`src/rtl/gate_tree_compare.sv`:
```
// gate_tree_compare: reduces an N-bit vector with a runtime-selected gate along two paths
// (a flat single-expression reduction and a tree of 2-input gates, optionally registered per
// level), compares the two cycle-aligned results and keeps a sticky error flag plus a
// saturating mismatch counter.
//
// Ports:
//   clk_i        clock, rising edge
//   rst_i        synchronous active-high reset
//   in_valid_i   in_data_i / op_i / inj_fault_i valid this cycle
//   in_data_i    N-bit vector to reduce
//   op_i         00 AND, 01 OR, 10 XOR, 11 NAND
//   inj_fault_i  invert the tree result of this sample
//   clr_err_i    clear err_o / err_cnt_o
//   out_valid_o  one-cycle pulse: out_tree_o / out_flat_o hold a new result
//   out_tree_o   tree-path result
//   out_flat_o   flat-path result
//   err_o        sticky mismatch flag
//   err_cnt_o    saturating mismatch count
module gate_tree_compare #(
    parameter int unsigned N     = 8,
    parameter int unsigned PIPE  = 1,
    parameter int unsigned CNT_W = 8
) (
    input  logic             clk_i,
    input  logic             rst_i,
    input  logic             in_valid_i,
    input  logic [N-1:0]     in_data_i,
    input  logic [1:0]       op_i,
    input  logic             inj_fault_i,
    input  logic             clr_err_i,
    output logic             out_valid_o,
    output logic             out_tree_o,
    output logic             out_flat_o,
    output logic             err_o,
    output logic [CNT_W-1:0] err_cnt_o
);

    localparam int unsigned L = (N > 1) ? $clog2(N) : 0;

    localparam logic [1:0] OpOr   = 2'b01;
    localparam logic [1:0] OpXor  = 2'b10;
    localparam logic [1:0] OpNand = 2'b11;

    // Width of tree level lvl: each level halves, rounding up for the odd leftover bit.
    function automatic int unsigned lvl_w(input int unsigned lvl);
        int unsigned w;
        w = N;
        for (int unsigned i = 0; i < lvl; i++) begin
            w = (w + 1) / 2;
        end
        return w;
    endfunction

    // NAND reduces as AND inside the tree; the inversion happens once at the output.
    function automatic logic gate2(input logic a, input logic b, input logic [1:0] o);
        case (o)
            OpOr:    gate2 = a | b;
            OpXor:   gate2 = a ^ b;
            default: gate2 = a & b;
        endcase
    endfunction

    // Capture stage: data, op and fault travel together from here on.
    logic         vld0_q;
    logic [N-1:0] data0_q;
    logic [1:0]   op0_q;
    logic         flt0_q;
    logic         flat0;

    always_ff @(posedge clk_i) begin
        if (rst_i) begin
            vld0_q <= 1'b0;
        end else begin
            vld0_q <= in_valid_i;
        end
        if (in_valid_i) begin
            data0_q <= in_data_i;
            op0_q   <= op_i;
            flt0_q  <= inj_fault_i;
        end
    end

    always_comb begin
        case (op0_q)
            OpOr:    flat0 = |data0_q;
            OpXor:   flat0 = ^data0_q;
            default: flat0 = &data0_q;
        endcase
    end

    // Level 0 is the captured vector; level L is the single tree bit. The flat result rides
    // alongside as sideband so both paths stay aligned.
    for (genvar l = 0; l <= L; l++) begin : g_lvl
        localparam int unsigned W = lvl_w(l);
        logic         vld;
        logic         flt;
        logic         flat;
        logic [1:0]   op;
        logic [W-1:0] val;

        if (l == 0) begin : g_base
            assign vld  = vld0_q;
            assign flt  = flt0_q;
            assign flat = flat0;
            assign op   = op0_q;
            assign val  = data0_q;
        end else begin : g_step
            localparam int unsigned PW = lvl_w(l - 1);
            logic [W-1:0] val_d;

            for (genvar i = 0; i < W; i++) begin : g_bit
                if (2 * i + 1 < PW) begin : g_pair
                    assign val_d[i] = gate2(g_lvl[l-1].val[2*i], g_lvl[l-1].val[2*i+1],
                                            g_lvl[l-1].op);
                end else begin : g_pass
                    assign val_d[i] = g_lvl[l-1].val[2*i];
                end
            end

            if (PIPE != 0) begin : g_reg
                always_ff @(posedge clk_i) begin
                    if (rst_i) begin
                        vld <= 1'b0;
                    end else begin
                        vld <= g_lvl[l-1].vld;
                    end
                    val  <= val_d;
                    op   <= g_lvl[l-1].op;
                    flt  <= g_lvl[l-1].flt;
                    flat <= g_lvl[l-1].flat;
                end
            end else begin : g_comb
                assign vld  = g_lvl[l-1].vld;
                assign val  = val_d;
                assign op   = g_lvl[l-1].op;
                assign flt  = g_lvl[l-1].flt;
                assign flat = g_lvl[l-1].flat;
            end
        end
    end

    logic top_vld;
    logic top_nand;
    logic tree_bit;
    logic flat_bit;

    assign top_vld  = g_lvl[L].vld;
    assign top_nand = (g_lvl[L].op == OpNand);
    assign tree_bit = g_lvl[L].val[0] ^ top_nand ^ g_lvl[L].flt;
    assign flat_bit = g_lvl[L].flat ^ top_nand;

    logic out_valid_q;
    logic out_tree_q;
    logic out_flat_q;

    always_ff @(posedge clk_i) begin
        if (rst_i) begin
            out_valid_q <= 1'b0;
            out_tree_q  <= 1'b0;
            out_flat_q  <= 1'b0;
        end else begin
            out_valid_q <= top_vld;
            if (top_vld) begin
                out_tree_q <= tree_bit;
                out_flat_q <= flat_bit;
            end
        end
    end

    // Compare works on the registered outputs, so error state trails out_valid by one cycle.
    logic             mismatch;
    logic             err_q;
    logic             err_d;
    logic [CNT_W-1:0] err_cnt_q;
    logic [CNT_W-1:0] err_cnt_d;

    assign mismatch = out_valid_q & (out_tree_q ^ out_flat_q);

    always_comb begin
        err_d     = err_q;
        err_cnt_d = err_cnt_q;
        if (clr_err_i) begin
            // A mismatch arriving with the clear is kept as the first new event.
            err_d     = mismatch;
            err_cnt_d = mismatch ? CNT_W'(1) : '0;
        end else if (mismatch) begin
            err_d = 1'b1;
            if (err_cnt_q != '1) begin
                err_cnt_d = err_cnt_q + CNT_W'(1);
            end
        end
    end

    always_ff @(posedge clk_i) begin
        if (rst_i) begin
            err_q     <= 1'b0;
            err_cnt_q <= '0;
        end else begin
            err_q     <= err_d;
            err_cnt_q <= err_cnt_d;
        end
    end

    assign out_valid_o = out_valid_q;
    assign out_tree_o  = out_tree_q;
    assign out_flat_o  = out_flat_q;
    assign err_o       = err_q;
    assign err_cnt_o   = err_cnt_q;

endmodule
```
`config.mk`:
```
export PLATFORM = sky130hd
export DESIGN_NAME = gate_tree_compare
export DESIGN_NICKNAME = d
export VERILOG_FILES = /design/src/rtl/gate_tree_compare.sv
export SDC_FILE = /design/constraint.sdc
export NUM_CORES = 1
export LEC_CHECK = 0
export CAP_MARGIN = 15
export CORE_ASPECT_RATIO = 1.25
export CORE_MARGIN = 2
export CORE_UTILIZATION = 40
export DETAILED_ROUTE_END_ITERATION = 10
export PLACE_DENSITY = 0.71
export RECOVER_POWER = 100
export SETUP_SLACK_MARGIN = 0.3
export SLEW_MARGIN = 25
export SYNTH_ARGS = -nofsm -noshare
export SYNTH_HDL_FRONTEND = slang
export SYNTH_SLANG_ARGS = --single-unit
```
`constraint.sdc`:
```
create_clock -name clk_i -period 1.89 [get_ports clk_i]
set_input_delay 0.378 -clock clk_i [delete_from_list [all_inputs] [get_ports clk_i]]
set_output_delay 0.378 -clock clk_i [all_outputs]
set_load 0.05 [all_outputs]
```
**Word-level counts from Yosys, hierarchy flattened**

Index checks and enable logic that the tools add are counted.

- Logic and storage cells: 79
- Bits in registers: 46
- Input bits: 15

- Reduce and logical (&&, ||, !) cells: 6
- $add $sub $neg: 1
- Muxes and demuxes: 14
- Eq/ne operators: 8
- Bitwise gates (word level): 26

Operator list:

| cell | number |
|---|---|
| $mux W8 | 3 |
| $pmux W1 S2 | 8 |
| $xor A1 B1 Y1 | 11 |
| $add A8 B1 Y8 const B | 1 |
| $and A1 B1 Y1 | 8 |
| $eq A2 B2 Y1 const B | 4 |
| $ne A8 B8 Y1 const B | 1 |
| $reduce_and A8 Y1 | 1 |
| $reduce_or A8 Y1 | 1 |
| $reduce_xor A8 Y1 | 1 |
| $or A1 B1 Y1 | 7 |
| $eq A2 B1 Y1 const B | 3 |
| $reduce_bool A2 Y1 | 2 |
| $mux W1 | 3 |
| $reduce_and A2 Y1 | 1 |

**Logic depth before layout (Yosys ltp)**

Gate-level depths: netlist of the first run.

- Word-level depth: 4
- Mapped depth: 6

**Worst setup path before layout of the first run**

OpenSTA, ideal clock, no wires.

- Path type: register -> register
- Start point: register err_cnt_q[0], in the netlist err_cnt_o[0]
- End point: register err_cnt_q[1], in the netlist err_cnt_o[1]
- Data required time: 1768 ps
- Slack: 110 ps
- Library setup time: 122 ps
- Arrival time: 1658 ps
- Cell stages (with the launch flop): 6
- Period minus slack after synthesis: 1780 ps
- Cell sequence: dfxtp_1 -> ha_1 -> nand4_1 -> o211ai_4 -> mux2i_1 -> nor2_1

- Longest elaborated chain between the ends: 4

Ends and longest elaborated chain:

| item | line | RTL |
|---|---|---|
| from (decl) | 174 | `logic [CNT_W-1:0] err_cnt_q;` |
| from (signal assigned) | 200 | `err_cnt_q <= err_cnt_d;` |
| $add A8 B1 Y8 | 189 | `err_cnt_d = err_cnt_q + CNT_W'(1);` |
| $mux W8 | 188 | `if (err_cnt_q != '1) begin` |
| $mux W8 | 186 | `end else if (mismatch) begin` |
| $mux W8 | 182 | `if (clr_err_i) begin` |

Several ways; a longest one is shown, not always the timed one. The select of a mux whose other input is x is not followed.
A chain may end at the register's enable or synchronous reset.

**Worst setup path in the final report of the first run**

- Start point: register out_valid_q, in the netlist out_valid_o
- End point: output port out_valid_o

RTL lines:

| item | line | RTL |
|---|---|---|
| from (decl) | 152 | `logic out_valid_q;` |
| from (signal assigned) | 162 | `out_valid_q <= top_vld;` |
| to (decl) | 31 | `output logic out_valid_o,` |

No word-level cell between the ends.

==> metrics, run 1 <==
dpl ws about 0.32 ns; crit end category primary output; Hold Path Class reg -> reg; Post-DP Area between 2000 and 2500 um2; Final Hold Viols 0; worst-margin pin slew just over 0.6 ns; residual DRC count 0; worst setup margin ~0.27 ns; top_reg_cell synth dfxtp_1; cell count after synthesis ~180; FFs w/ async S/R, synth 0; Post-Syn Area per Cell roughly 11 um2; complex-gate fraction of the synthesized area 0.107; worst hold stages 0; R2R depth 4; drt first pass iters 4; Yosys warnings 0; Final Power between 0.0015 and 0.002 W; Mapped Nets between 200 and 250; Synth cell types 29; Slew Limit Headroom 0.596; detailed placement HPWL around 2.2 mm; GRT Util Overall 0.117; Max Buffers Root-to-Sink 2; CTS tree done; post-synthesis adder-cell area fraction 0.137; fillers 452; Congestion Overflow GR 0; CP cell instances clkbuf_1; largest cells by area after synthesis dfxtp_1, edfxtp_1, ha_1; startpoint types flip-flop; kind of cell adding the most delay to the critical path buffers and inverters; critical path class reg -> out; required time of the worst setup path about 1.5 ns; Final setup viols 0; Fin Setup TNS 0 ns; diodes inserted 0; first-pass GRT wire length between 4 and 5 mm; Synth top area share 0.365; Critical Path Fanout Max 5; vias in the first global route about 1200; Post-synth EDFFs 11; pin count of the biggest net entering global routing 14; # nets final about 250; Post-Synth Simple-Gate Area 0.103; post-route cell area 2280 um2; status finished clean; initial drt markers 29; R2R Setup Slk about 0.28 ns; # port buffers 26; CTS sink cnt 46; crit path from out_valid_o; post-route ant nets 0; mux cell area share after synthesis 0.0156; Cell Rows 28; clk_skew between 0.007 and 0.008 ns; Root Buffer clkbuf_8; crit-path max cell delay ~0.50 ns; Worst-Skew Late Latency 0.30 ns; Multi-input gate area roughly 770 um2; Finished Core Util 0.486; Achievable Freq approximately 0.62 GHz; Die W 66.0 um; RSZ-0062 raised after global routing true; leakage power roughly 0.95 nW; H-tree depth 2; Synth-to-Final Area Change 18.6%; Max IR drop VDD approximately 0.00046 V; CTS buffer count 5; r2r startpoint out_tree_o; Die ar. approximately 5400 um2; cell depth of the worst setup path 1; most common cell after layout, fill and taps aside dfxtp_1; # hold bufs at CTS 0; Die Span Y roughly 81 um; Worst Min Path Start g_lvl[1].flat; Initial Util 0.409; clk slew on worst S/H paths 0.08 ns; # IOs 27; most frequent cells in the layout dfxtp_1, inv_1, ha_1; GP Congestion slightly above 0.7; vias per cell roughly 4.8; fraction of layout cells with a size suffix above 1 0.0798; Arrival @ worst endpoint 1.25 ns; initial antenna violation count 0; min Tclk post-route ~1.6 ns; Netlist Area Pre-Place just under 2000 um2; final wirelength approximately 2.8 mm; Vias between 1000 and 1500; largest family of logic cells by synthesized area adder cells; Synth Area in XOR/XNOR 0.0404; CP bufs+invs 1; sequential cell area fraction in the yosys report 0.536; core area between 4000 and 5000 um2; Max-Cap Viols 0; sequential cell area 1040 um2; period utilization 0.860; area leader, netlist dfxtp_1; Yosys reg bits 46; Pins Over Slew Limit 0; Worst path slowest cell clkbuf_1; Pwr Density roughly 830 nW/um2; post-detailed-route wirelength per cell 10.3 um
==> what timing repair did <==
action                     CTS  global route
pin swaps                    0             4
setup endpoints to repair    5             7
setup buffers                0             2
gates cloned                 0             0
resized for setup            7             8
==> cells in the mapped netlist (2+ instances only) <==
master / count
a21oi_1: 7
o21ai_0: 10
dfxtp_1: 35
nand3_1: 4
xor2_1: 4
edfxtp_1: 11
mux2i_1: 3
inv_1: 28
nand4_1: 4
nand2_1: 13
xnor2_1: 3
ha_1: 21
a22oi_1: 7
or2_2: 2
clkbuf_1: 3
or3_1: 3
nor2b_1: 5
nor2_1: 5
==> metrics by stage <==
stage	cells	hold WS, ns
final	273	0.320
after global routing	273	0.336
after CTS	271	0.323
after detailed placement	263	0.312
after global placement	263	0.311
after floorplan	179	0.310
==> worst paths after layout <==
| check | endpoint |
|---|---|
| max | out_valid_o |
| max reg2reg | err_cnt_o[4] |
| min reg2reg | g_lvl[2].flat |
| min | g_lvl[2].flat |
==> layer usage <==
metal,global-route usage,up-vias,part of all wire
li1,-,667,-
met1,0.110,605,0.40
met4,0.0612,0,0.019
met2,0.213,28,0.52
met3,0.0493,5,0.056
met5,0,-,0
==> cell families (layout without fill, tap and decap cells) <==
family / Yosys count / in the layout
AO/OA/AOI/OAI: 31 / 31
XOR/XNOR: 8 / 8
adder cells (fa/ha/maj): 21 / 21
buffers and inverters: 31 / 65
flip-flops: 46 / 46
multiplexers: 3 / 3
AND/OR/NAND/NOR: 39 / 39
==> where the power goes <==
group	switching [W]	internal [W]
clock network	0.000303	0.000254
registers	0.0000340	0.00108
logic	0.000114	0.000111
total	0.000451	0.00145
==> cell type report <==
cell class | count | area share
clock buffer | 6 | 0.0318
clock inverter | 2 | 0.00384
inverter | 28 | 0.0461
multi-input combinational | 102 | 0.336
sequential | 46 | 0.457
tap | 60 | 0.0329
timing repair buffer | 29 | 0.0922
==> sequential cells by signal, indices dropped and copies added, names as in the netlist <==
signal and count:
out_flat_o 1, g_lvl.vld 4, out_valid_o 1, data0_q 8, g_lvl.flat 3, g_lvl.val 7
err_cnt_o 8, flt0_q 1, g_lvl.op 8, g_lvl.flt 3, err_o 1, out_tree_o 1
(Power assumes the default switching activity.)
==> run 2: changes to the inputs <==
Settings changed: CAP_MARGIN 15 to unset, CTS_CLUSTER_SIZE set to 16.
==> results of run 2 <==
The final DEF is identical to that of run 1; final timing and power are the same.
